[src/rtl/pipe_hazard_ctrl.sv]
// Stall/flush controller for the rv32i pipeline: per-register load and
// bubble enables, per-stage validity, and saturating perf counters.
module pipe_hazard_ctrl #(
    parameter int NUM_STAGES = 5,
    parameter int BR_STAGE   = 3,
    parameter int REGW       = 5,
    parameter int CNT_W      = 32
) (
    input  logic                  clk,
    input  logic                  rst,
    input  logic                  icache_stall,
    input  logic                  dcache_stall,
    input  logic [REGW-1:0]       id_rs1,
    input  logic [REGW-1:0]       id_rs2,
    input  logic                  id_uses_rs1,
    input  logic                  id_uses_rs2,
    input  logic [REGW-1:0]       ex_rd,
    input  logic                  ex_is_load,
    input  logic                  redirect,
    output logic [NUM_STAGES-1:0] stage_load,
    output logic [NUM_STAGES-1:0] stage_flush,
    output logic [NUM_STAGES-1:0] stage_valid,
    output logic [CNT_W-1:0]      stall_cycles,
    output logic [CNT_W-1:0]      flush_count,
    output logic [CNT_W-1:0]      retire_count
);

    localparam int PCW = $clog2(NUM_STAGES + 1);

    logic                  redirect_q;
    logic                  luse;
    logic                  rs1_hit;
    logic                  rs2_hit;
    logic                  redirect_eff;
    logic                  any_hold;
    logic                  retire_en;
    logic [PCW-1:0]        squash_cnt;
    logic [NUM_STAGES-1:0] valid_nxt;

    function automatic logic [CNT_W-1:0] sat_add(
        input logic [CNT_W-1:0] a,
        input logic [CNT_W-1:0] b
    );
        logic [CNT_W:0] s;
        s = {1'b0, a} + {1'b0, b};
        return s[CNT_W] ? '1 : s[CNT_W-1:0];
    endfunction

    assign redirect_q = redirect & stage_valid[BR_STAGE];

    assign rs1_hit = id_uses_rs1 & (id_rs1 == ex_rd);
    assign rs2_hit = id_uses_rs2 & (id_rs2 == ex_rd);

    assign luse = ex_is_load & stage_valid[2] & stage_valid[1]
                & (ex_rd != '0) & (rs1_hit | rs2_hit);

    // A frozen pipe ignores redirect; its source holds it until the freeze ends
    assign redirect_eff = redirect_q & ~dcache_stall;

    always_comb begin
        stage_load  = '1;
        stage_flush = '0;
        if (rst) begin
            if (dcache_stall) begin
                stage_load = '0;
            end else if (redirect_q) begin
                for (int i = 1; i <= BR_STAGE; i++) begin
                    stage_flush[i] = 1'b1;
                end
            end else if (luse) begin
                stage_load[0]  = 1'b0;
                stage_load[1]  = 1'b0;
                stage_flush[2] = 1'b1;
            end else if (icache_stall) begin
                stage_load[0]  = 1'b0;
                stage_flush[1] = 1'b1;
            end
        end
    end

    always_comb begin
        valid_nxt    = stage_valid;
        valid_nxt[0] = 1'b1;
        for (int i = 1; i < NUM_STAGES; i++) begin
            if (stage_flush[i]) begin
                valid_nxt[i] = 1'b0;
            end else if (stage_load[i]) begin
                valid_nxt[i] = stage_valid[i-1];
            end
        end
    end

    always_comb begin
        squash_cnt = '0;
        for (int i = 1; i <= BR_STAGE; i++) begin
            squash_cnt = squash_cnt + PCW'(stage_valid[i]);
        end
    end

    assign any_hold  = ~(&stage_load);
    assign retire_en = stage_valid[NUM_STAGES-1] & ~dcache_stall;

    always_ff @(posedge clk or negedge rst) begin
        if (!rst) begin
            stage_valid  <= '0;
            stall_cycles <= '0;
            flush_count  <= '0;
            retire_count <= '0;
        end else begin
            stage_valid <= valid_nxt;
            if (any_hold) begin
                stall_cycles <= sat_add(stall_cycles, CNT_W'(1));
            end
            if (redirect_eff) begin
                flush_count <= sat_add(flush_count, CNT_W'(squash_cnt));
            end
            if (retire_en) begin
                retire_count <= sat_add(retire_count, CNT_W'(1));
            end
        end
    end

endmodule

[config.mk]
export PLATFORM = sky130hd
export DESIGN_NAME = pipe_hazard_ctrl
export DESIGN_NICKNAME = d
export VERILOG_FILES = /design/src/rtl/pipe_hazard_ctrl.sv
export SDC_FILE = /design/constraint.sdc
export NUM_CORES = 1
export LEC_CHECK = 0
export CORE_MARGIN = 4
export CORE_UTILIZATION = 50
export DETAILED_ROUTE_END_ITERATION = 8
export GPL_ROUTABILITY_DRIVEN = 0
export GPL_TIMING_DRIVEN = 0
export PLACE_DENSITY_LB_ADDON = 0.2
export SLEW_MARGIN = 20
export SYNTH_ARGS = -nofsm -noshare
export SYNTH_HDL_FRONTEND = slang
export SYNTH_SLANG_ARGS = --single-unit
[constraint.sdc]
create_clock -name clk -period 3.2 [get_ports clk]
set_clock_uncertainty 0.1 [all_clocks]
set_input_delay 0.32 -clock clk [delete_from_list [all_inputs] [get_ports clk]]
set_output_delay 0.32 -clock clk [all_outputs]
set_load 0.02 [all_outputs]
# ---- Word-level counts from Yosys, hierarchy flattened
# Cells that the tools add are included.
# W data, S select, Z words.
dict set report word_totals {
  reg_bits 101
  latchBits 0
  ram_bits 0
  romBits 0
  inputBits 23
  word_cells 54
  memories 0
}
dict set report classes {
  n_addsub 5
  n_mul 0
  div_mod_pow 0
  order_cmp 0
  eq_ne 2
  shifts 0
  mux 23
  bitwise 11
  reduce_logical 5
}
# cell count
set ops {}
lappend ops {{$mux W32} 3}
lappend ops {{$add A32 B1 Y33 const B} 2}
lappend ops {{$add A32 B3 Y33} 1}
lappend ops {{$mux W1} 13}
lappend ops {{$eq A5 B5 Y1} 2}
lappend ops {{$and A1 B1 Y1} 9}
lappend ops {{$mux W3} 3}
lappend ops {{$mux W2} 3}
lappend ops {{$reduce_bool A2 Y1} 3}
lappend ops {{$mux W5} 1}
lappend ops {{$reduce_and A5 Y1} 1}
lappend ops {{$reduce_bool A5 Y1} 1}
lappend ops {{$add A2 B1 Y3} 1}
lappend ops {{$add A1 B1 Y2} 1}
lappend ops {{$not A1 Y1} 1}
lappend ops {{$or A1 B1 Y1} 1}

# ---- Depth between registers and ports, before layout
# Gate-level depths: netlist of run 1.
dict set report logic_depth {
  depth_word 10
  depth_mapped 10
  depth_no_buf 9
}

# ---- Worst setup path after synthesis of run 1
# Ideal clock, no wire load.
dict set report synth_path {
  kind {register -> register}
  from {register stage_valid[1]}
  to {register flush_count[24]}
  arrival_ns 2.744
  t_required_ns 2.972
  slack_ns 0.228
  path_stages_with_launch 10
  synth_period_minus_slack_ns 2.972
  cell_sequence {dfrtp_1 > fa_1 > ha_1 > fa_1 > nand4b_1 > nor2_1 > and4_1 > clkbuf_1 > nand3_1 > mux2_1}
}
dict set report synth_between {
  elab_chain_len 4
}
# item line
set synth_rtl {}
lappend synth_rtl {{start: declaration} 22} ;# output logic [NUM_STAGES-1:0] stage_valid,
lappend synth_rtl {{start signal: assignment} 110} ;# stage_valid <= valid_nxt;
lappend synth_rtl {{$add A1 B1 Y2} 96} ;# squash_cnt = squash_cnt + PCW'(stage_valid[i]);
lappend synth_rtl {{$add A2 B1 Y3} 96}
lappend synth_rtl {{$add A32 B3 Y33} 45} ;# s = {1'b0, a} + {1'b0, b};
lappend synth_rtl {{$mux W32} 46} ;# return s[CNT_W] ? '1 : s[CNT_W-1:0];
lappend synth_rtl {{end signal: assignment} 115} ;# flush_count <= sat_add(flush_count, CNT_W'(squash_cnt));
lappend synth_rtl {{end: declaration} 24} ;# output logic [CNT_W-1:0] flush_count,
# No other way between the ends.
# A chain may end at the register's enable or synchronous reset.

# ---- Worst setup path in the final report of run 1
dict set report layout_path {
  from {input port ex_rd[2]}
  to {output port stage_load[1]}
}
dict set report layout_between {
  elab_chain_len 8
  elab_cells_between_ends 12
  cone_classes {eq/ne: 2; mux: 4; bitwise: 5; reduce/logical: 1}
}
# item line
set layout_rtl {}
lappend layout_rtl {{start: declaration} 17} ;# input logic [REGW-1:0] ex_rd,
lappend layout_rtl {{$eq A5 B5 Y1 (on tied branches)} {51, 52}}
lappend layout_rtl {{$and A1 B1 Y1 (on tied branches)} {51, 52}}
lappend layout_rtl {{$or A1 B1 Y1} 55} ;# & (ex_rd != '0) & (rs1_hit | rs2_hit);
lappend layout_rtl {{$and A1 B1 Y1 (*)} 55}
lappend layout_rtl {{$mux W1 (*)} 70} ;# end else if (luse) begin
lappend layout_rtl {{$mux W2 (*)} 66} ;# end else if (redirect_q) begin
lappend layout_rtl {{$mux W2 (*)} 64} ;# if (dcache_stall) begin
lappend layout_rtl {{$mux W5 (*)} 63} ;# if (rst) begin
lappend layout_rtl {{end: declaration} 20} ;# output logic [NUM_STAGES-1:0] stage_load,
# Mark *: on every way between the ends. The rest lies on a longest branch, timed or not.

==> results of run 1 <==
-- cell type report --
cell class,instances,area share
Buffer,16,0.0123
Clock buffer,11,0.0199
Multi-Input combinational cell,441,0.387
Timing Repair Buffer,134,0.194
Sequential cell,101,0.355
Tap cell,136,0.0239
Clock inverter,4,0.00352
Inverter,8,0.00422
-- power groups by stage --
stage	Clock, W	Sequential [W]	Combinational (W)
global placement	0	0.00161	0.000859
global route	0.000804	0.00162	0.000983
floorplan	0	0.00172	0.000315
detailed placement	0	0.00161	0.000897
CTS	0.000746	0.00159	0.000905
finish	0.000730	0.00159	0.000898
-- state kept, by name (all words and copies together), names as in the netlist --
register      cells
flush_count      32
stage_valid       5
stall_cycles     32
retire_count     32
-- routing by layer --
| layer | GRT usage | up-vias |
|---|---|---|
| met3 | 0.0554 | 12 |
| met5 | 0 | - |
| met2 | 0.382 | 134 |
| li1 | - | 2290 |
| met4 | 0.0543 | 0 |
| met1 | 0.291 | 2331 |
-- worst register-to-register path, stage by stage, from the launching register on --
cell and delay (ns):
dfrtp_1 0.48, fa_1 0.58, ha_1 0.18, fa_1 0.20, nand4b_1 0.21, nor2_4 0.25, and4_1 0.41, nand3_1 0.13
mux2_1 0.32
-- path summary, 6_finish.rpt --
path,end,start
worst max-delay path,stage_load[1],ex_rd[2]
worst max register to register,flush_count[24],stage_valid[1]
worst min register to register,retire_count[26],retire_count[26]
max in group asynchronous,retire_count[12],rst
worst min-delay path,flush_count[23],rst
min in group clk,retire_count[26],retire_count[26]
-- repair_timing --
action	4_1_cts	5_1_grt
setup endpoints to repair	24	26
pin swaps	0	0
hold buffers	2	0
endpoints found under the hold margin	61	0
gates resized for setup	2	9
-- per-stage QoR --
step                hold slack [ns]  setup TNS [ns]  power [W]
finish                        0.391               0    0.00322
global route                  0.406               0    0.00341
CTS                           0.392               0    0.00324
detailed placement            0.247           -2.07    0.00251
global placement              0.399         -400.83    0.00247
floorplan                   -0.0756               0    0.00204
-- logic make-up (layout without fill, tap and decap cells) --
group | Yosys count | after routing | synth area share
adders and majority gates | 6 | 6 | 0.0167
AOI/OAI and AO/OA | 66 | 66 | 0.0819
DFF | 101 | 101 | 0.470
muxes | 12 | 12 | 0.0249
buffers and inverters | 25 | 173 | 0.0221
other | 2 | 3 | 0.00140
and+or+nand+nor | 292 | 292 | 0.282
xor gates and xnor gates | 62 | 62 | 0.101
-- cells in the final DEF, fill, tap and decap left out, drive strengths merged, types with 17 or more instances in the layout --
master         instances
nor2                  22
xor2                  39
nand2                105
xnor2                 23
nand4                 21
clkdlybuf4s50        127
or3                   17
nand3                 63
dfrtp                101
o21ai                 28
clkbuf                17
==> summary.txt, run 1 <==
Run
  – Max cap viols: 0

Worst setup path
  – Setup crit end kind: output pin
  – CP bufs+invs: 2
  – R2R depth: 8
  – Startpoint Class: primary input
  – WP depth: 6
  – Critical path class: primary input to output pin
  – Worst path slowest cell: clkdlybuf4s50_1
  – CP Cell Sequence: clkdlybuf4s50_1 -> or4_1 -> o2111a_1 -> nand3_1 -> o21a_1 -> clkdlybuf4s50_1
  – CP Data Arrival Time: 2.67 ns
  – Worst path most repeated cell: clkdlybuf4s50_1
  – CP top delay family: buffers and inverters
  – CP max FO: 3
  – CP Data Required Time: 2.78 ns
  – Internal reg-to-reg setup slack: 0.23 ns
  – Crit path largest cell delay: 0.62 ns

GRT
  – Grt ovf: 0
  – First-pass GRT wire length: 23600 µm
  – Vias in the first global route: 4808
  – Largest net degree at the start of global routing: 62
  – Initial antenna violation count: 0
  – Total track usage: 0.225

Route
  – DR iter-0 viols: 266
  – 1st-pass router iterations: 5
  – Via count: 4767
  – DR DRC count: 0
  – M1 WL: 5900 µm
  – WL/cell: 16.1 µm
  – Top sig layer: met4
  – Drt total wl: 13700 µm
  – DR vias/cell: 5.60
  – Post-route ant nets: 0
  – Wire length on met2: 6800 µm
  – Metal3 WL: 846 µm

Synthesis
  – Top cells by area, synth: dfrtp_1 (47%), nand2_1 (7.3%), xor2_1 (6.4%)
  – FFs w/ async S/R, synth: 1.00
  – Seq/Total Area, Yosys: 0.470
  – Top-area cell type share of the netlist area: 0.470
  – Synth unique cells: 55
  – Number of synthesized flops with an enable pin: 0
  – Syn avg cell area: 9.50 µm²
  – Syn. warnings: 0
  – Mapped Cells: 566
  – Post-synthesis cell area: 5380 µm²
  – Ys flop type: dfrtp_1
  – Most frequent cell after synthesis: nand2_1
  – Post-synth top area cell: dfrtp_1
  – Commonest cells in the netlist: nand2_1 (104), dfrtp_1 (101), nand3_1 (60)
  – Synth Register Bits: 101

Power and ir drop
  – Cell Pwr Density: 452 nW/µm²
  – Max VDD drop: 274 µV
  – Clock share of power: 0.227
  – Net Sw Frac: 0.344
  – Leakage: 3.24 nW
  – Flop pwr share: 0.495
  – Comb power frac: 0.279
  – Psw: 0.00111 W
  – Internal: 0.00211 W

CTS
  – Postcts setup bufs: 0
  – Num CTS Buffers: 9
  – CTS Root Buffer Type: clkbuf_8
  – Clk pin slew, worst setup/hold paths: 0.10 ns
  – Sinks on Clock Net: 101
  – TritonCTS clock tree: yes
  – Later-pin clock latency in the skew report: 0.36 ns
  – H-tree levels: 3
  – Clock buffer depth: 2

Placement
  – Post-DP Area: 6890 µm²
  – Pre-CTS setup slack: -0.118 ns
  – Port bufs: 131
  – Placed cell count: 835
  – Final HPWL DP: 10200 µm

STA
  – Slew Limit Fails: 0
  – Final setup fails: 0
  – Slew HR: 0.559
  – RSZ-0062 raised after global routing: no
  – Final period util: 0.967
  – Final Hold Fails: 0
  – Tmin final: 3.09 ns
  – Worst setup margin: 0.107 ns
  – Worst Tran Pin Value: 0.660 ns
  – Highest clock rate: 323 MHz

Floorplanning
  – Die footprint: 12500 µm²
  – Die Ht: 112 µm
  – Die Width: 112 µm
  – Io pins: 134
  – Effective utilization at floorplan: 0.516
  – # rows: 37
  – Core area: 10400 µm²

Cells and area
  – Area grow syn2layout: 32.3%
  – Final instance area: 7120 µm²
  – Non-filler cells, final: 851
  – Core Util, Final: 0.683
  – Register area: 2530 µm²
  – Layout cells sized above 1: 0.0685
  – Multi-input gate area: 2760 µm²
  – Layout filler cell count: 875
  – Antenna fix cells: 0
  – Final Net Count: 740

Hold path
  – Worst Hold Class: primary input to asynchronous set/reset pin

Status
  – Status: finished clean
No activity file was read; power rests on OpenSTA's default activity.
==> inputs of run 2 (changes only) <==
--- a/config.mk
+++ b/config.mk
@@ -6,7 +6,7 @@
 export NUM_CORES = 1
 export LEC_CHECK = 0
 export CORE_MARGIN = 4
-export CORE_UTILIZATION = 50
+export CORE_UTILIZATION = 45
 export DETAILED_ROUTE_END_ITERATION = 8
 export GPL_ROUTABILITY_DRIVEN = 0
 export GPL_TIMING_DRIVEN = 0
==> constraint.sdc (replaced) <==
create_clock -name clk -period 2.7 [get_ports clk]
set_clock_uncertainty 0.1 [all_clocks]
set_input_delay 0.27 -clock clk [delete_from_list [all_inputs] [get_ports clk]]
set_output_delay 0.27 -clock clk [all_outputs]
set_load 0.02 [all_outputs]
==> summary.txt, run 2 (synthesized netlist as in run 1, its figures left out) <==
Route
  – Drt total wl: 14400 µm (was 13700 µm)
  – 1st-pass router iterations: 4 (was 5)
  – DR DRC count: 0 (unchanged)
  – DR vias/cell: 5.54 (was 5.60)
  – DR iter-0 viols: 270 (was 266)
  – WL/cell: 16.4 µm (was 16.1 µm)
  – Post-route ant nets: 0 (unchanged)
  – Via count: 4849 (was 4767)

GRT
  – Initial antenna violation count: 0 (unchanged)
  – GR met2 Demand/Resource: 0.365 (was 0.382)
  – Largest net degree at the start of global routing: 69 (was 62)
  – Met3 GRT Util: 0.0549 (was 0.0554)
  – M1 GR Usage: 0.259 (was 0.291)
  – Vias in the first global route: 4818 (was 4808)
  – First-pass GRT wire length: 24000 µm (was 23600 µm)
  – Grt ovf: 0 (unchanged)
  – Total track usage: 0.209 (was 0.225)
  – Busiest grt layer: met2 (unchanged)

Placement
  – Placed cell count: 842 (was 835)
  – Final HPWL DP: 10100 µm (was 10200 µm)
  – Port bufs: 131 (unchanged)
  – Pre-CTS setup slack: -0.423 ns (was -0.118 ns)
  – Post-DP Area: 6920 µm² (was 6890 µm²)

STA
  – Setup_tns: 0 ns (unchanged)
  – Final Hold Fails: 0 (unchanged)
  – Tmin final: 2.69 ns
  – Worst setup margin: 0.0112 ns (was 0.107 ns)
  – RSZ-0062 raised after global routing: yes (was no)
  – Slew Limit Fails: 0 (unchanged)
  – Slew HR: 0.556 (was 0.559)
  – Worst Tran Pin Value: 0.664 ns (was 0.660 ns)
  – Final period util: 0.996
  – Highest clock rate: 372 MHz
  – Final setup fails: 0 (unchanged)

Cells and area
  – Multi-input gate area: 2830 µm² (was 2760 µm²)
  – Final instance area: 7510 µm² (was 7120 µm²)
  – Register area: 2530 µm² (about the same)
  – Biggest regs: flush_count: 32 flops, retire_count: 32 flops, stall_cycles: 32 flops (unchanged)
  – Non-filler cells, final: 875 (was 851)
  – Layout cells sized above 1: 0.120 (was 0.0685)
  – Layout filler cell count: 976 (was 875)
  – Area grow syn2layout: 39.7% (was 32.3%)
  – Antenna fix cells: 0 (unchanged)
  – Most common cell after layout, fill and taps aside: clkdlybuf4s50_1 (unchanged)
  – Final Net Count: 756 (was 740)
  – Commonest non-fill, non-tap cells in the layout: clkdlybuf4s50_1 (126), nand2_1 (103), dfrtp_1 (99) (was clkdlybuf4s50_1 (127), nand2_1 (103), dfrtp_1 (101))
  – Core Util, Final: 0.650 (was 0.683)

Floorplanning
  – Die Ht: 117 µm (was 112 µm)
  – Effective utilization at floorplan: 0.465 (was 0.516)
  – Io pins: 134 (unchanged)
  – # rows: 39 (was 37)
  – Die footprint: 13800 µm² (was 12500 µm²)
  – Die Width: 117 µm (was 112 µm)
  – Core area: 11600 µm² (was 10400 µm²)

Worst setup path
  – CP Data Arrival Time: 2.82 ns (was 2.67 ns)
  – Setup crit end kind: register (was output pin)
  – Critical path class: register to register (was primary input to output pin)
  – CP Cell Sequence: fa_2 -> ha_4 -> fa_2 -> nand4b_1 -> nor2_4 -> and4_4 -> nand3_2 -> mux2_4 (was clkdlybuf4s50_1 -> or4_1 -> o2111a_1 -> nand3_1 -> o21a_1 -> clkdlybuf4s50_1)
  – Crit path largest cell delay: 0.60 ns (was 0.62 ns)
  – Worst path most repeated cell: fa_2 (was clkdlybuf4s50_1)
  – Worst path slowest cell: fa_2 (was clkdlybuf4s50_1)
  – CP top delay family: adder cells (was buffers and inverters)
  – CP max FO: 7 (was 3)
  – Startpoint Class: register (was primary input)
  – CP Data Required Time: 2.83 ns (was 2.78 ns)
  – CP bufs+invs: 0 (was 2)

CTS
  – Clock buffer depth: 2 (unchanged)
  – Later-pin clock latency in the skew report: 0.35 ns (was 0.36 ns)
  – Sinks on Clock Net: 101 (unchanged)
  – Clk pin slew, worst setup/hold paths: 0.07 ns (was 0.10 ns)
  – H-tree levels: 3 (unchanged)
  – Num CTS Buffers: 9 (unchanged)
  – TritonCTS clock tree: yes (unchanged)
  – CTS Root Buffer Type: clkbuf_16 (was clkbuf_8)

Hold path
  – Worst Hold Class: register to register (was primary input to asynchronous set/reset pin)

Power and ir drop
  – Max VDD drop: 480 µV (was 274 µV)
  – Cell Pwr Density: 587 nW/µm² (was 452 nW/µm²)
  – Leakage: 3.38 nW (was 3.24 nW)

Status
  – Status: finished clean (unchanged)

Run
  – Max cap viols: 0 (unchanged)
## run 2: worst paths after layout
path,startpoint,cells after the start,slack [ns],end
worst min-delay path,retire_count[26],1,0.41,retire_count[26]
max in group asynchronous,rst,5,1.22,stage_valid[2]
worst max register to register,stage_valid[2],8,0.01,flush_count[24]
worst max-delay path,stage_valid[2],8,0.01,flush_count[24]
min in group asynchronous,rst,4,0.56,flush_count[16]
worst min register to register,retire_count[26],1,0.41,retire_count[26]
## run 2: area by class of cell
type | count | area share
Clock inverter | 5 | 0.0110
Buffer | 16 | 0.0138
Tap cell | 143 | 0.0238
Multi-Input combinational cell | 441 | 0.377
Inverter | 8 | 0.00400
Clock buffer | 11 | 0.0323
Sequential cell | 101 | 0.337
Timing Repair Buffer | 150 | 0.202
## run 2: per-layer routing
metal  vias up  part of all wire  routed length (µm)
li1       2340                 -                   -
met1      2396              0.42                6090
met2       107              0.52                7470
met3         6             0.050                 720
met4         0            0.0058                  83
met5         -                 0                   0
## run 2: worst reg2reg max path: stages (launching register included)
cell      delay, ns
dfrtp_2        0.42
fa_2           0.60
ha_4           0.15
fa_2           0.20
nand4b_1       0.18
nor2_4         0.21
and4_4         0.31
nand3_2        0.11
mux2_4         0.31
## run 2: timing repair
action,CTS,global route
resized for setup,16,30
hold endpoints to repair,33,0
setup buffers,8,4
gates cloned,0,1
setup endpoints to repair,38,74
pin swaps,3,9
hold buffers,5,0
## run 2: where the power goes
group	total, W	internal (W)	switching [W]	leakage [nW]
Combinational	0.00112	0.000530	0.000587	1.88
Sequential	0.00188	0.00166	0.000217	1.34
Clock	0.00142	0.000842	0.000574	0.160
Total	0.00441	0.00303	0.00138	3.38
## run 2: per-stage QoR
stage	power [W]	hold slack, ns
after floorplan	0.00242	-0.126
after global placement	0.00292	0.392
after detailed placement	0.00296	0.0918
after CTS	0.00441	0.412
after global routing	0.00464	0.453
final	0.00441	0.415
==> inputs of run 3 (changes only) <==
--- a/config.mk
+++ b/config.mk
@@ -6,7 +6,7 @@
 export NUM_CORES = 1
 export LEC_CHECK = 0
 export CORE_MARGIN = 4
-export CORE_UTILIZATION = 45
+export CORE_UTILIZATION = 50
 export DETAILED_ROUTE_END_ITERATION = 8
 export GPL_ROUTABILITY_DRIVEN = 0
 export GPL_TIMING_DRIVEN = 0
==> constraint.sdc (replaced) <==
create_clock -name clk -period 3 [get_ports clk]
set_clock_uncertainty 0.1 [all_clocks]
set_input_delay 0.3 -clock clk [delete_from_list [all_inputs] [get_ports clk]]
set_output_delay 0.3 -clock clk [all_outputs]
set_load 0.02 [all_outputs]
==> summary.txt, run 3 (synthesized netlist as in run 1, its figures left out) <==
Status
  – Status: finished clean (unchanged)

Cells and area
  – Biggest regs: flush_count: 32 flops, retire_count: 32 flops, stall_cycles: 32 flops (unchanged)
  – Final Net Count: 744 (was 756)
  – Area grow syn2layout: 32.9% (was 39.7%)
  – Layout filler cell count: 878 (was 976)
  – Layout cells sized above 1: 0.0765 (was 0.120)
  – Commonest non-fill, non-tap cells in the layout: clkdlybuf4s50_1 (126), nand2_1 (103), dfrtp_1 (101) (was clkdlybuf4s50_1 (126), nand2_1 (103), dfrtp_1 (99))
  – Antenna fix cells: 0 (unchanged)
  – Most common cell after layout, fill and taps aside: clkdlybuf4s50_1 (unchanged)

GRT
  – First-pass GRT wire length: 23600 µm (was 24000 µm)
  – Largest net degree at the start of global routing: 62 (was 69)
  – Met3 GRT Util: 0.0554 (was 0.0549)
  – Grt ovf: 0 (unchanged)
  – Busiest grt layer: met2 (unchanged)
  – GR met2 Demand/Resource: 0.382 (was 0.365)
  – M1 GR Usage: 0.291 (was 0.259)
  – Total track usage: 0.225 (was 0.209)
  – Vias in the first global route: 4816 (was 4818)
  – Initial antenna violation count: 0 (unchanged)

Route
  – DR DRC count: 0 (unchanged)
  – DR vias/cell: 5.60 (was 5.54)
  – Via count: 4789 (was 4849)
  – Post-route ant nets: 0 (unchanged)
  – Drt total wl: 13700 µm (was 14400 µm)
  – DR iter-0 viols: 248 (was 270)
  – WL/cell: 16.0 µm (was 16.4 µm)
  – 1st-pass router iterations: 5 (was 4)

STA
  – Tmin final: 2.90 ns
  – Slew HR: 0.541 (was 0.556)
  – Final setup fails: 0 (unchanged)
  – Worst Tran Pin Value: 0.682 ns (was 0.664 ns)
  – Final Hold Fails: 0 (unchanged)
  – Setup_tns: 0 ns (unchanged)
  – Slew Limit Fails: 0 (unchanged)
  – Final period util: 0.966
  – Highest clock rate: 345 MHz

CTS
  – Num CTS Buffers: 9 (unchanged)
  – CTS Root Buffer Type: clkbuf_8 (was clkbuf_16)
  – TritonCTS clock tree: yes (unchanged)
  – Sinks on Clock Net: 101 (unchanged)
  – Clock buffer depth: 2 (unchanged)
  – Later-pin clock latency in the skew report: 0.36 ns (was 0.35 ns)
  – Clk pin slew, worst setup/hold paths: 0.10 ns (was 0.07 ns)
  – H-tree levels: 3 (unchanged)

Floorplanning
  – Io pins: 134 (unchanged)
  – Die footprint: 12500 µm² (was 13800 µm²)
  – # rows: 37 (was 39)
  – Effective utilization at floorplan: 0.516 (was 0.465)
  – Die Width: 112 µm (was 117 µm)
  – Die Ht: 112 µm (was 117 µm)
  – Core area: 10400 µm² (was 11600 µm²)

Power and ir drop
  – Internal: 0.00225 W (was 0.00303 W)
  – Net Sw Frac: 0.343 (was 0.312)
  – Comb power frac: 0.279 (was 0.253)
  – Max VDD drop: 293 µV (was 480 µV)
  – Clock share of power: 0.226 (was 0.321)
  – Cell Pwr Density: 480 nW/µm² (was 587 nW/µm²)
  – Overall Power: 0.00343 W (was 0.00441 W)
  – Leakage: 3.25 nW (was 3.38 nW)
  – Flop pwr share: 0.495 (was 0.426)
  – Psw: 0.00118 W (was 0.00138 W)

Worst setup path
  – CP Data Required Time: 2.60 ns (was 2.83 ns)
  – CP Data Arrival Time: 2.50 ns (was 2.82 ns)
  – Setup crit end kind: output pin (was register)
  – CP max FO: 3 (was 7)
  – Critical path class: primary input to output pin (was register to register)
  – Startpoint Class: primary input (was register)

Hold path
  – Worst Hold Class: primary input to asynchronous set/reset pin (was register to register)

Placement
  – Final HPWL DP: 10200 µm (was 10100 µm)
  – Port bufs: 131 (unchanged)

Run
  – Max cap viols: 0 (unchanged)
[run 3: cell count changes in the layout (fill, tap and decap cells not counted), sizes merged]
cell | before | now
inv | 9 | 8
clkinvlp | 0 | 2
dlymetal6s2s | 0 | 1
bufinv | 2 | 0
buf | 29 | 19
clkdlybuf4s15 | 2 | 0
dlygate4sd3 | 2 | 1
clkbuf | 18 | 15
dlygate4sd2 | 0 | 3
[run 3: cell type report]
type | count | area [µm²] | area share
Buffer | 16 | 87.6 | 0.0123
Clock buffer | 11 | 141 | 0.0198
Clock inverter | 4 | 25.0 | 0.00350
Inverter | 8 | 30.0 | 0.00420
Multi-Input combinational cell | 441 | 2760 | 0.386
Sequential cell | 101 | 2530 | 0.354
Tap cell | 136 | 170 | 0.0238
Timing Repair Buffer | 138 | 1410 | 0.197
[run 3: power groups by stage]
stage	combinational [W]	sequential, W	clock, W
finish	0.000957	0.00170	0.000776
global route	0.00105	0.00173	0.000857
detailed placement	0.000957	0.00172	0
floorplan	0.000336	0.00184	0
global placement	0.000916	0.00171	0
CTS	0.000968	0.00169	0.000796
[run 3: worst paths after layout]
path | start | to | slack, ns | cells after the start
max | ex_rd[2] | stage_flush[1] | 0.10 | 6
min | rst | flush_count[23] | 0.37 | 3
max reg2reg | stage_valid[1] | flush_count[4] | 0.18 | 10
min reg2reg | retire_count[26] | retire_count[26] | 0.43 | 1
max in group asynchronous | rst | retire_count[12] | 2.13 | 3
min in group clk | retire_count[26] | retire_count[26] | 0.43 | 1
[run 3: routing by layer]
layer | wire [µm] | share of wire | up-vias
met4 | 143 | 0.010 | 0
met5 | 0 | 0 | -
met2 | 6830 | 0.50 | 126
met3 | 817 | 0.060 | 13
met1 | 5910 | 0.43 | 2351
li1 | - | - | 2299
[run 3: worst max-delay path: stages]
cell and delay [ns]:
clkdlybuf4s50_1 0.47, or4_1 0.60, o2111ai_1 0.29, o21ai_0 0.12
a21oi_1 0.33, dlygate4sd2_1 0.39
[run 3: per-stage QoR]
step	instances	utilization	area (µm²)	setup slack [ns]	hold WS [ns]
floorplan	567	-	5380	0.0285	-0.0956
global placement	834	0.659	6860	-4.28	0.399
detailed placement	835	0.662	6890	-0.318	0.227
CTS	851	0.683	7110	0.0210	0.372
global route	855	0.686	7150	-0.00754	0.386
finish	855	0.686	7150	0.102	0.367
[run 3: what timing repair did]
action,CTS,global route
hold buffers,2,0
buffers inserted,0,4
resized for setup,9,5
pin swaps,0,2
hold endpoints to repair,61,0
setup endpoints to repair,32,26
